`config.mk`:
```
export PLATFORM = sky130hd
export DESIGN_NAME = viewport_compositor
export DESIGN_NICKNAME = d
export VERILOG_FILES = /design/src/rtl/race_gfx_pkg.sv /design/src/rtl/viewport_addr_gen.sv /design/src/rtl/viewport_compositor.sv
export SDC_FILE = /design/constraint.sdc
export NUM_CORES = 1
export LEC_CHECK = 0
export ABC_AREA = 1
export BUFFER_PORTS_ARGS = -buffer_cell sky130_fd_sc_hd__buf_2
export CAP_MARGIN = 20
export CORE_MARGIN = 3
export CORE_UTILIZATION = 40
export DETAILED_ROUTE_END_ITERATION = 12
export PLACE_DENSITY = 0.65
export SYNTH_ARGS = -nofsm -noshare
export SYNTH_HDL_FRONTEND = slang
export SYNTH_SLANG_ARGS = --single-unit
```
`constraint.sdc`:
```
create_clock -name clk -period 5.3 [get_ports clk]
set_clock_uncertainty 0.15 [all_clocks]
set_input_delay 0.265 -clock clk [delete_from_list [all_inputs] [get_ports clk]]
set_output_delay 0.265 -clock clk [all_outputs]
set_load 0.02 [all_outputs]
```
`src/rtl/race_gfx_pkg.sv`:
```
// Shared constants and payload types for the split-screen race renderer.
package race_gfx_pkg;

  localparam logic [11:0] TRANSPARENT     = 12'h000;
  localparam logic [11:0] BLANK_COLOR     = 12'h000;
  localparam logic [11:0] OUT_BOUND_COLOR = 12'h6B4;
  localparam logic [11:0] SEPARATOR_COLOR = 12'hFFF;
  localparam logic [11:0] HUD_COLOR       = 12'h444;

  localparam int unsigned CAR_SIZE   = 75;
  localparam int unsigned CAR_HALF   = 37;
  localparam int unsigned DEF_MAP_W  = 320;
  localparam int unsigned DEF_MAP_H  = 240;
  localparam int unsigned SCREEN_W   = 640;
  localparam int unsigned PLAY_H     = 360;
  localparam int unsigned POS_W      = 10;
  localparam int unsigned ADDR_W     = 17;
  localparam int unsigned CAR_W      = 7;

  // Per-pixel result of the address generator.
  typedef struct packed {
    logic [ADDR_W-1:0] addr;
    logic [CAR_W-1:0]  car_px;
    logic [CAR_W-1:0]  car_py;
    logic              in_car;
    logic              oob;
  } addr_gen_t;

  // Flags carried from stage 1 to the colour mux.
  typedef struct packed {
    logic valid;
    logic hsync;
    logic vsync;
    logic sep;
    logic hud;
    logic in_car;
    logic oob;
  } pix_flags_t;

  localparam pix_flags_t FLAGS_RST = '{valid: 1'b0, hsync: 1'b1, vsync: 1'b1,
                                       sep: 1'b0, hud: 1'b0, in_car: 1'b0, oob: 1'b0};

endpackage

```
`src/rtl/viewport_addr_gen.sv`:
```
// Combinational view select, map texel address and car sprite box math.
module viewport_addr_gen
  import race_gfx_pkg::*;
#(
  parameter int unsigned NUM_VIEWS  = 2,
  parameter int unsigned MAP_W      = DEF_MAP_W,
  parameter int unsigned MAP_H      = DEF_MAP_H,
  parameter int unsigned ZOOM_SHIFT = 2
) (
  input  logic [9:0]              i_h_cnt,
  input  logic [9:0]              i_v_cnt,
  input  logic [NUM_VIEWS*10-1:0] i_pos_x,
  input  logic [NUM_VIEWS*10-1:0] i_pos_y,
  output addr_gen_t               o_gen_c
);

  localparam int unsigned VIEW_W   = (NUM_VIEWS == 1) ? SCREEN_W : SCREEN_W / 2;
  localparam int unsigned VIEW_H   = (NUM_VIEWS == 4) ? PLAY_H / 2 : PLAY_H;
  localparam int unsigned HALF_W_Z = (VIEW_W / 2) >> ZOOM_SHIFT;
  localparam int unsigned HALF_H_Z = (VIEW_H / 2) >> ZOOM_SHIFT;
  localparam int unsigned CAR_X0   = VIEW_W / 2 - CAR_HALF;
  localparam int unsigned CAR_X1   = VIEW_W / 2 + CAR_HALF;
  localparam int unsigned CAR_Y0   = VIEW_H / 2 - CAR_HALF;
  localparam int unsigned CAR_Y1   = VIEW_H / 2 + CAR_HALF;

  logic       w_in_view;
  logic       w_right;
  logic       w_lower;
  logic [1:0] w_view;
  logic [9:0] w_rx;
  logic [9:0] w_ry;
  logic [9:0] w_px;
  logic [9:0] w_py;
  logic [9:0] w_gx;
  logic [9:0] w_gy;
  logic       w_oob;
  logic       w_in_car;

  // Which view the beam is in and its origin-relative coordinates.
  assign w_in_view = (i_h_cnt < 10'(SCREEN_W)) && (i_v_cnt < 10'(PLAY_H));
  assign w_right   = (NUM_VIEWS > 1) && (i_h_cnt >= 10'(VIEW_W));
  assign w_lower   = (NUM_VIEWS == 4) && (i_v_cnt >= 10'(VIEW_H));
  assign w_view    = {w_lower, w_right};
  assign w_rx      = i_h_cnt - (w_right ? 10'(VIEW_W) : 10'd0);
  assign w_ry      = i_v_cnt - (w_lower ? 10'(VIEW_H) : 10'd0);

  // Select the owning player's shadowed position.
  always_comb begin
    w_px = '0;
    w_py = '0;
    for (int k = 0; k < NUM_VIEWS; k++) begin
      if (w_view == 2'(k)) begin
        w_px = i_pos_x[10*k +: 10];
        w_py = i_pos_y[10*k +: 10];
      end
    end
  end

  // Camera-centred map coordinates, wrapping mod 1024 so negatives land out of bounds.
  assign w_gx  = (w_rx >> ZOOM_SHIFT) + w_px - 10'(HALF_W_Z);
  assign w_gy  = (w_ry >> ZOOM_SHIFT) + w_py - 10'(HALF_H_Z);
  assign w_oob = (32'(w_gx) >= MAP_W) || (32'(w_gy) >= MAP_H);

  assign w_in_car = w_in_view
                 && (w_rx >= 10'(CAR_X0)) && (w_rx <= 10'(CAR_X1))
                 && (w_ry >= 10'(CAR_Y0)) && (w_ry <= 10'(CAR_Y1));

  // Pack results; address and sprite coordinates are zeroed where not applicable.
  always_comb begin
    o_gen_c        = '0;
    o_gen_c.oob    = w_oob;
    o_gen_c.in_car = w_in_car;
    if (w_in_view && !w_oob) begin
      o_gen_c.addr = ADDR_W'(32'(w_gy) * MAP_W + 32'(w_gx));
    end
    if (w_in_car) begin
      o_gen_c.car_px = CAR_W'(w_rx - 10'(CAR_X0));
      o_gen_c.car_py = CAR_W'(w_ry - 10'(CAR_Y0));
    end
  end

endmodule

```
`src/rtl/viewport_compositor.sv`:
```
// Two-stage split-screen compositor: map/car address generation, then colour mux.
module viewport_compositor
  import race_gfx_pkg::*;
#(
  parameter int unsigned NUM_VIEWS  = 2,
  parameter int unsigned MAP_W      = DEF_MAP_W,
  parameter int unsigned MAP_H      = DEF_MAP_H,
  parameter int unsigned ZOOM_SHIFT = 2,
  parameter int unsigned HUD_TOP    = 360
) (
  input  logic                    clk,
  input  logic                    rst,
  input  logic                    pix_en,
  input  logic [9:0]              h_cnt,
  input  logic [9:0]              v_cnt,
  input  logic                    valid_in,
  input  logic                    hsync_in,
  input  logic                    vsync_in,
  input  logic [NUM_VIEWS*10-1:0] player_x,
  input  logic [NUM_VIEWS*10-1:0] player_y,
  output logic [16:0]             map_addr,
  input  logic [11:0]             map_rgb,
  output logic [6:0]              car_px,
  output logic [6:0]              car_py,
  input  logic [11:0]             car_rgb,
  output logic [11:0]             rgb_out,
  output logic                    valid_out,
  output logic                    hsync_out,
  output logic                    vsync_out
);

  generate
    if (!(NUM_VIEWS == 1 || NUM_VIEWS == 2 || NUM_VIEWS == 4)) begin : g_bad_views
      $error("viewport_compositor: NUM_VIEWS must be 1, 2 or 4");
    end
  endgenerate

  logic [NUM_VIEWS*10-1:0] r_sx;
  logic [NUM_VIEWS*10-1:0] r_sy;
  addr_gen_t               w_gen;
  logic                    w_sep;
  logic                    w_hud;
  logic [16:0]             r_map_addr;
  logic [6:0]              r_car_px;
  logic [6:0]              r_car_py;
  pix_flags_t              r_flags;
  logic [11:0]             w_rgb_nxt;
  logic [11:0]             r_rgb;
  logic                    r_valid;
  logic                    r_hsync;
  logic                    r_vsync;

  // Shadow positions update only at the top-left pixel so a frame is drawn from one snapshot.
  always_ff @(posedge clk or negedge rst) begin
    if (!rst) begin
      r_sx <= '0;
      r_sy <= '0;
    end else if (pix_en && h_cnt == 10'd0 && v_cnt == 10'd0) begin
      r_sx <= player_x;
      r_sy <= player_y;
    end
  end

  viewport_addr_gen #(
    .NUM_VIEWS (NUM_VIEWS),
    .MAP_W     (MAP_W),
    .MAP_H     (MAP_H),
    .ZOOM_SHIFT(ZOOM_SHIFT)
  ) u_addr_gen (
    .i_h_cnt(h_cnt),
    .i_v_cnt(v_cnt),
    .i_pos_x(r_sx),
    .i_pos_y(r_sy),
    .o_gen_c(w_gen)
  );

  assign w_sep = ((NUM_VIEWS > 1) && (h_cnt == 10'd319 || h_cnt == 10'd320))
              || ((NUM_VIEWS == 4) && (v_cnt == 10'd179 || v_cnt == 10'd180))
              || (v_cnt == 10'(HUD_TOP - 1)) || (v_cnt == 10'(HUD_TOP));
  assign w_hud = (v_cnt >= 10'(HUD_TOP));

  // Stage 1: memory addresses to the texel ROMs plus the flags the colour mux needs.
  always_ff @(posedge clk or negedge rst) begin
    if (!rst) begin
      r_map_addr <= '0;
      r_car_px   <= '0;
      r_car_py   <= '0;
      r_flags    <= FLAGS_RST;
    end else if (pix_en) begin
      r_map_addr     <= w_gen.addr;
      r_car_px       <= w_gen.car_px;
      r_car_py       <= w_gen.car_py;
      r_flags.valid  <= valid_in;
      r_flags.hsync  <= hsync_in;
      r_flags.vsync  <= vsync_in;
      r_flags.sep    <= w_sep;
      r_flags.hud    <= w_hud;
      r_flags.in_car <= w_gen.in_car;
      r_flags.oob    <= w_gen.oob;
    end
  end

  // Colour priority: blanking, separators, HUD, opaque car texel, off-map fill, map.
  always_comb begin
    w_rgb_nxt = map_rgb;
    if (!r_flags.valid) begin
      w_rgb_nxt = BLANK_COLOR;
    end else if (r_flags.sep) begin
      w_rgb_nxt = SEPARATOR_COLOR;
    end else if (r_flags.hud) begin
      w_rgb_nxt = HUD_COLOR;
    end else if (r_flags.in_car && car_rgb != TRANSPARENT) begin
      w_rgb_nxt = car_rgb;
    end else if (r_flags.oob) begin
      w_rgb_nxt = OUT_BOUND_COLOR;
    end
  end

  // Stage 2: final pixel and timing aligned with it.
  always_ff @(posedge clk or negedge rst) begin
    if (!rst) begin
      r_rgb   <= '0;
      r_valid <= 1'b0;
      r_hsync <= 1'b1;
      r_vsync <= 1'b1;
    end else if (pix_en) begin
      r_rgb   <= w_rgb_nxt;
      r_valid <= r_flags.valid;
      r_hsync <= r_flags.hsync;
      r_vsync <= r_flags.vsync;
    end
  end

  assign map_addr  = r_map_addr;
  assign car_px    = r_car_px;
  assign car_py    = r_car_py;
  assign rgb_out   = r_rgb;
  assign valid_out = r_valid;
  assign hsync_out = r_hsync;
  assign vsync_out = r_vsync;

endmodule
```
==> summary.md, run 1 <==
| Metric | Value |
|---|---|
| Status | completed |
| Crit Path Max Fanout | 26 |
| DRC | 0 |
| Max Buffers Root-to-Sink | 2 |
| First-pass GRT wire length | around 27000 um |
| Max-slew headroom | between 30% and 40% |
| Die Height | around 130 um |
| Slowest stage delay, CP | between 0.3 and 0.4 ns |
| Crit path max-delay cell type | ha_1 |
| Post-Syn Area | 0.00647 sq mm |
| Critical Path End | map_addr[16] |
| P_sw | roughly 0.67 mW |
| Gate power share | 28.9% |
| Yosys cell types | 40 |
| Final number of setup-violating endpoints | 0 |
| Post-Syn Instances | a little over 800 |
| Largest area contributor in the netlist | dfrtp_1 |
| Reg clk slew, reported paths | 0.07 ns |
| Most instantiated library cell after synthesis | nand2_1 |
| Routed wire length | 16400 um |
| Initial antenna violation count | 0 |
| EDFF count, synth | 0 |
| Post-CTS Setup Repair Bufs | 0 |
| RSZ-0062 raised after global routing | no |
| Total chip power | 2.05 mW |
| Reg2reg path depth | 23 |
| Pwr dens | ~260 mW/mm^2 |
| GP Congestion | around 0.87 |
| Die Wd | 133 um |
| Post-cts resize count | 0 |
| R2R setup slack | around 1.3 ns |
| Final Slew Violations | 0 |
| Rows | 45 |
| Worst r2r src | r_sy[0] |
| Hold Fails Final Rpt | 0 |
| WP data required | about 5.4 ns |
| Clock latency at the later pin of the worst-skew pair | around 0.36 ns |
| Post-Route Setup TNS | 0 ns |
| Via count | approximately 5700 |
| Yosys top cell area share | between 30% and 40% |
| Highest Clock Rate | around 220 MHz |
| Switching share of power | about 33% |
| Top post-synthesis cells by area | dfrtp_1 34%, nand2_1 15%, ha_1 12% |
| Period utilisation layout | a little over four fifths |
| DPL Wire Length | ~12000 um |
| Die area | roughly 0.018 sq mm |
| Layout cells sized above 1 | 21.8% |
| MaxCap Viol Count | 0 |
| Antenna-violating nets left | 0 |
| Measured slew at the worst slew-check pin | just under 1 ns |
| Antenna Cells | 0 |
| Startpoint Class | input pin |
| Via density | ~4.8 |
| Top Ports | between 100 and 150 |
| Hold path depth | 2 |
| Remaining global-route overflow | 0 |
| DR iter-0 viols | roughly 330 |
| Starting Density | about two fifths |
| Tmin final | about 4.5 ns |
| Worst setup startpoint | h_cnt[6] |
| Leak Pwr | between 4 and 5 nW |
| Critical path's most frequent cell | nand2_1 |
| Reg2reg end | map_addr[16] |
| WS Path Type | in2reg |
| Sequential area share after synthesis | between 30% and 40% |
| Avg Cell Area, Syn | 8.03 sq um |
| Int Power | 1.38 mW |
| WP data arrival | 4.56 ns |
| PortBufs | 135 |
| All-layer global routing usage | 18.7% |
| CTS tree | built |
| Max VDD drop | between 0.00015 and 0.0002 V |
| Clk pwr share | 34.9% |
| Mapped Nets | 960 |
| Seq cells post-synth | 93 |
| CTS Sinks | between 90 and 100 |
| Dominant synthesized flop cell | dfrtp_1 |
| Synthesis-to-finish area growth | 24.2% |
| Flop pwr share | 36.1% |
| First-pass iteration count of the detailed router | 5 |
| Crit path capture type | flop |
| CTS buffer count | 9 |
| Core area | 0.0155 sq mm |
| DR WL/cell | 13.8 um |
| Nets@finish | 1127 |
| CTS H-Tree Depth | 3 |
| Ys async rst share | 100% |
| Synth warn | 0 |
| Hold Path Class | in2reg |
| Number of global-route vias before repair | about 5500 |
| Top cells by count, synth | 252 x nand2_1, 96 x inv_1, 89 x dfrtp_1 |
| Clk root buf | clkbuf_16 |
| Largest net degree at the start of global routing | 54 |
==> timing repair <==
action,CTS,global route
setup endpoints to repair,0,0
hold endpoints to repair,79,0
hold buffers,39,0
==> state kept, by name, indices dropped and copies added, names as in the netlist <==
signal / count
car_px: 7
vsync_out: 1
r_sy: 20
r_flags: 7
map_addr: 17
rgb_out: 12
r_sx: 20
car_py: 7
hsync_out: 1
valid_out: 1
==> cell families (layout without fill, tap and decap cells) <==
| group | after synthesis | after routing | synth area share, % |
|---|---|---|---|
| AOI/OAI and AO/OA | 76 | 76 | 6.40 |
| adders and majority gates | 64 | 64 | 12.8 |
| muxes | 49 | 49 | 8.36 |
| and+or+nand+nor | 380 | 380 | 25.6 |
| buffers and inverters | 120 | 292 | 7.45 |
| DFF | 93 | 93 | 36.1 |
| xor gates and xnor gates | 24 | 24 | 3.25 |
==> through the flow <==
stage / setup slack (ns) / std cells / hold WS (ns) / cell area [sq um] / utilization [%]
global route: 0.330 / 1189 / 0.00305 / 8030 / 51.9
global placement: 0.663 / 1134 / 0.143 / 7320 / 47.3
finish: 0.829 / 1189 / 0.00906 / 8030 / 51.9
CTS: 0.874 / 1189 / 0.000611 / 8030 / 51.9
floorplan: 1.08 / 806 / -0.181 / 6470 / -
detailed placement: 0.527 / 1134 / 0.153 / 7320 / 47.3
==> cell type report <==
type	instances	area [sq um]
Clock inverter	6	93.8
Inverter	101	379
Fill cell	1447	7450
Clock buffer	10	229
Multi-Input combinational cell	593	3660
Sequential cell	93	2330
Tap cell	211	264
Timing Repair Buffer	175	1080
==> layer usage <==
metal	GRT usage, %	wire length (um)	up-vias
li1	-	-	2970
met1	26.3	7750	2557
met2	29.3	7480	165
met3	4.00	960	18
met4	5.31	252	0
met5	0	0	-
==> layout by cell type, fill, tap and decap left out, types with 3 or more instances in the layout <==
master         instances
fa_1                   4
nand3b_1               6
a21oi_1               24
inv_2                  4
mux2_2                40
dfrtp_1               89
o21ai_0               41
nand2_1              252
xnor2_1                3
ha_1                  60
nor4_1                 5
xor2_1                21
or2_2                  5
mux2i_1                9
dlygate4sd3_1         39
dfstp_2                4
nand3_2                3
nand2_4                3
nor3_1                10
nand3_1               54
inv_1                 96
a22o_1                 3
nand4_1               15
buf_2                134
nor2_1                24
clkbuf_16              9
==> critical path, delay by kind of cell <==
family	cells	cell delay [ns]
buffers and inverters	9	0.77
adder cells (fa/ha/maj)	4	1.31
AO/OA/AOI/OAI	2	0.31
AND/OR/NAND/NOR	18	1.73
XOR/XNOR	1	0.16
==> power by group through the flow <==
stage               Combinational, mW  Clock [mW]  Sequential [mW]
finish                          0.594       0.716            0.741
global route                    0.685       0.762            0.744
CTS                             0.596       0.733            0.741
detailed placement              0.570           0            0.755
global placement                0.568           0            0.754
floorplan                       0.396           0            0.773
==> worst min-delay path by stage <==
stage / start / end / slack [ns]
global route: player_x[4] / r_sx[4] / 0.003
global placement: rst / valid_out / 0.14
CTS: h_cnt[0] / car_px[0] / 0.0006
finish: player_x[6] / r_sx[6] / 0.009
floorplan: rst / car_px[0] / -0.18
detailed placement: rst / valid_out / 0.15
No activity file was read; power rests on OpenSTA's default activity.
==> run 2: changes to the inputs <==
PLACE_DENSITY = 0.68   (was 0.65)
clock period = 3.8 ns   (was 5.3 ns; I/O delays follow)
==> run 2 against run 1 <==
Routed wire length is 8.5% higher. Cell count is 7.1% higher. First-iteration DRC count is 25% lower. Hold slack better by 0.045 ns. Die area stayed put. Critical path type is now reg2reg. Clock power is 19% higher. Combinational power is 100% higher. Power is 50% higher.
==> summary.md, run 2 (synthesized netlist as in run 1, its figures left out) <==
| Metric | Value |
|---|---|
| Crit-path leading delay family | adder cells |
| Period utilisation layout | a little over nine tenths |
| Hold Fails Final Rpt | 0 |
| Non-filler cells, final | roughly 1300 |
| # placed instances | roughly 1200 |
| Core area | 0.0155 sq mm |
| Clock latency at the later pin of the worst-skew pair | 0.35 ns |
| Via count | 6160 |
| WP data arrival | approximately 3.8 ns |
| RSZ-0062 raised after global routing | yes |
| Startpoint Class | flop |
| Reg clk slew, reported paths | approximately 0.070 ns |
| Clk root buf | clkbuf_16 |
| Nets@finish | 1213 |
| Critical path's most frequent cell | nand2_1 |
| Area of the multi-input gates | roughly 0.004 sq mm |
| First-pass GRT wire length | around 30000 um |
| Crit Path Max Fanout | 3 |
| DR iter-0 viols | roughly 250 |
| Pwr dens | approximately 340 mW/mm^2 |
| Layout cells sized above 1 | approximately 32% |
| Hold Path Class | in2reg |
| WP data required | 3.89 ns |
| Critical-path cell list | mux2i_1 -> ha_2 -> inv_2 -> ha_4 -> fa_2 -> xor2_2 -> ha_1 -> ha_4 -> inv_2 -> fa_2 -> xnor2_2 -> nand3_2 -> nor2_1 -> nand2_1 -> nor2_2 -> nand2_1 -> nand2_1 -> nand2_1 -> inv_1 -> nand2_1 -> nand3_1 -> nand2_1 |
| Max Buffers Root-to-Sink | 2 |
| Die area | roughly 0.018 sq mm |
| Final number of setup-violating endpoints | 0 |
| Slowest stage delay, CP | about 0.44 ns |
| Status | completed |
| Top Ports | 136 |
| Max VDD drop | 0.000388 V |
| GP Congestion | about 0.87 |
| Starting Density | 41.8% |
| DPL Wire Length | between 10000 and 15000 um |
| WS Path Type | reg2reg |
| MaxCap Viol Count | 0 |
| Leak Pwr | ~5 nW |
| Via density | just under 5 |
| Die Height | 133 um |
| PortBufs | 135 |
| Tmin final | roughly 3.8 ns |
| Crit path max-delay cell type | fa_2 |
| Synthesis-to-finish area growth | 39.8% |
| Routed wire length | about 18000 um |
| Smallest hold slack | between 0.05 and 0.06 ns |
| Max-slew headroom | about two fifths |
| Most frequent cells in the layout | 246 x nand2_1, 132 x buf_2, 90 x inv_1 |
| CTS tree | built |
| Final Slew Violations | 0 |
| Filler instances | around 1400 |
| CTS buffer count | 9 |
| CTS Sinks | just over 90 |
| DR WL/cell | between 10 and 15 um |
| All-layer global routing usage | about a fifth |
| Antenna-violating nets left | 0 |
| Measured slew at the worst slew-check pin | just over 0.9 ns |
| Highest Clock Rate | 267 MHz |
| Remaining global-route overflow | 0 |
| Die Wd | ~130 um |
| Largest net degree at the start of global routing | 76 |
| Initial antenna violation count | 0 |
| Commonest non-fill, non-tap cell in the layout | nand2_1 |
| Antenna Cells | 0 |
| DRC | 0 |
| CTS H-Tree Depth | 3 |
| Crit path capture type | flop |
| Rows | 45 |
| Number of global-route vias before repair | about 6000 |
| FF+latch area | 0.00233 sq mm |
| First-pass iteration count of the detailed router | 5 |
| WP buf/inv | 3 |
## run 2: cell type report
type                            count  share of cell area [%]
Sequential cell                    93                    25.8
Clock inverter                      4                   0.360
Tap cell                          211                    2.92
Multi-Input combinational cell    594                    44.1
Clock buffer                       11                    2.68
Inverter                          101                    4.51
Timing Repair Buffer              260                    19.6
## run 2: worst paths after layout
check / depth (start not counted) / to / from / slack [ns]
worst max-delay path: 22 / map_addr[16] / r_sy[10] / 0.05
worst min-delay path: 4 / rgb_out[10] / car_rgb[10] / 0.05
worst max register to register: 22 / map_addr[16] / r_sy[10] / 0.05
worst min register to register: 2 / vsync_out / vsync_out / 0.31
max in group asynchronous: 3 / r_sy[8] / rst / 2.78
min in group asynchronous: 2 / r_flags[6] / rst / 0.14
## run 2: power by group
group          internal (mW)  total [mW]  switching [mW]
Sequential              1.02        1.03          0.0151
Combinational          0.587        1.19           0.608
Clock                  0.461       0.852           0.391
## run 2: worst register-to-register path, stage by stage, from the launching register on
cell and delay [ns]:
dfrtp_1 0.41, mux2i_1 0.17, ha_2 0.19, inv_2 0.04, ha_4 0.15, fa_2 0.44, xor2_2 0.18, ha_1 0.33
ha_4 0.15, inv_2 0.04, fa_2 0.42, xnor2_2 0.21, nand3_2 0.10, nor2_1 0.11, nand2_1 0.08, nor2_2 0.10
nand2_1 0.06, nand2_1 0.06, nand2_1 0.06, inv_1 0.05, nand2_1 0.04, nand3_1 0.07, nand2_1 0.05
## run 2: repair_timing
action                                  CTS  global route
pin swaps                                 0            19
setup buffers                             0             3
cloned                                    0             1
endpoints found under the setup margin    1             5
gates resized for setup                   1            26
hold buffers                             48             0
endpoints found under the hold margin   116             0
## run 2: through the flow
stage | total power, mW | util [%] | TNS (ns) | area [sq um] | setup WS [ns]
2_1_floorplan | 1.72 | - | -0.0217 | 6710 | -0.0217
3_3_place_gp | 2.12 | 52.3 | -0.930 | 8100 | -0.297
3_5_place_dp | 2.14 | 52.3 | -1.31 | 8100 | -0.387
4_1_cts | 3.04 | 57.3 | 0 | 8860 | 0.0249
5_1_grt | 3.30 | 58.4 | -0.407 | 9040 | -0.211
6_report | 3.08 | 58.4 | 0 | 9040 | 0.0494
## run 2: per-layer routing
layer	track usage, %	up-vias	part of all wire [%]
met5	0	-	0
met3	4.23	18	5.6
li1	-	3142	-
met1	26.2	2822	44
met4	5.60	0	1.4
met2	36.4	178	49
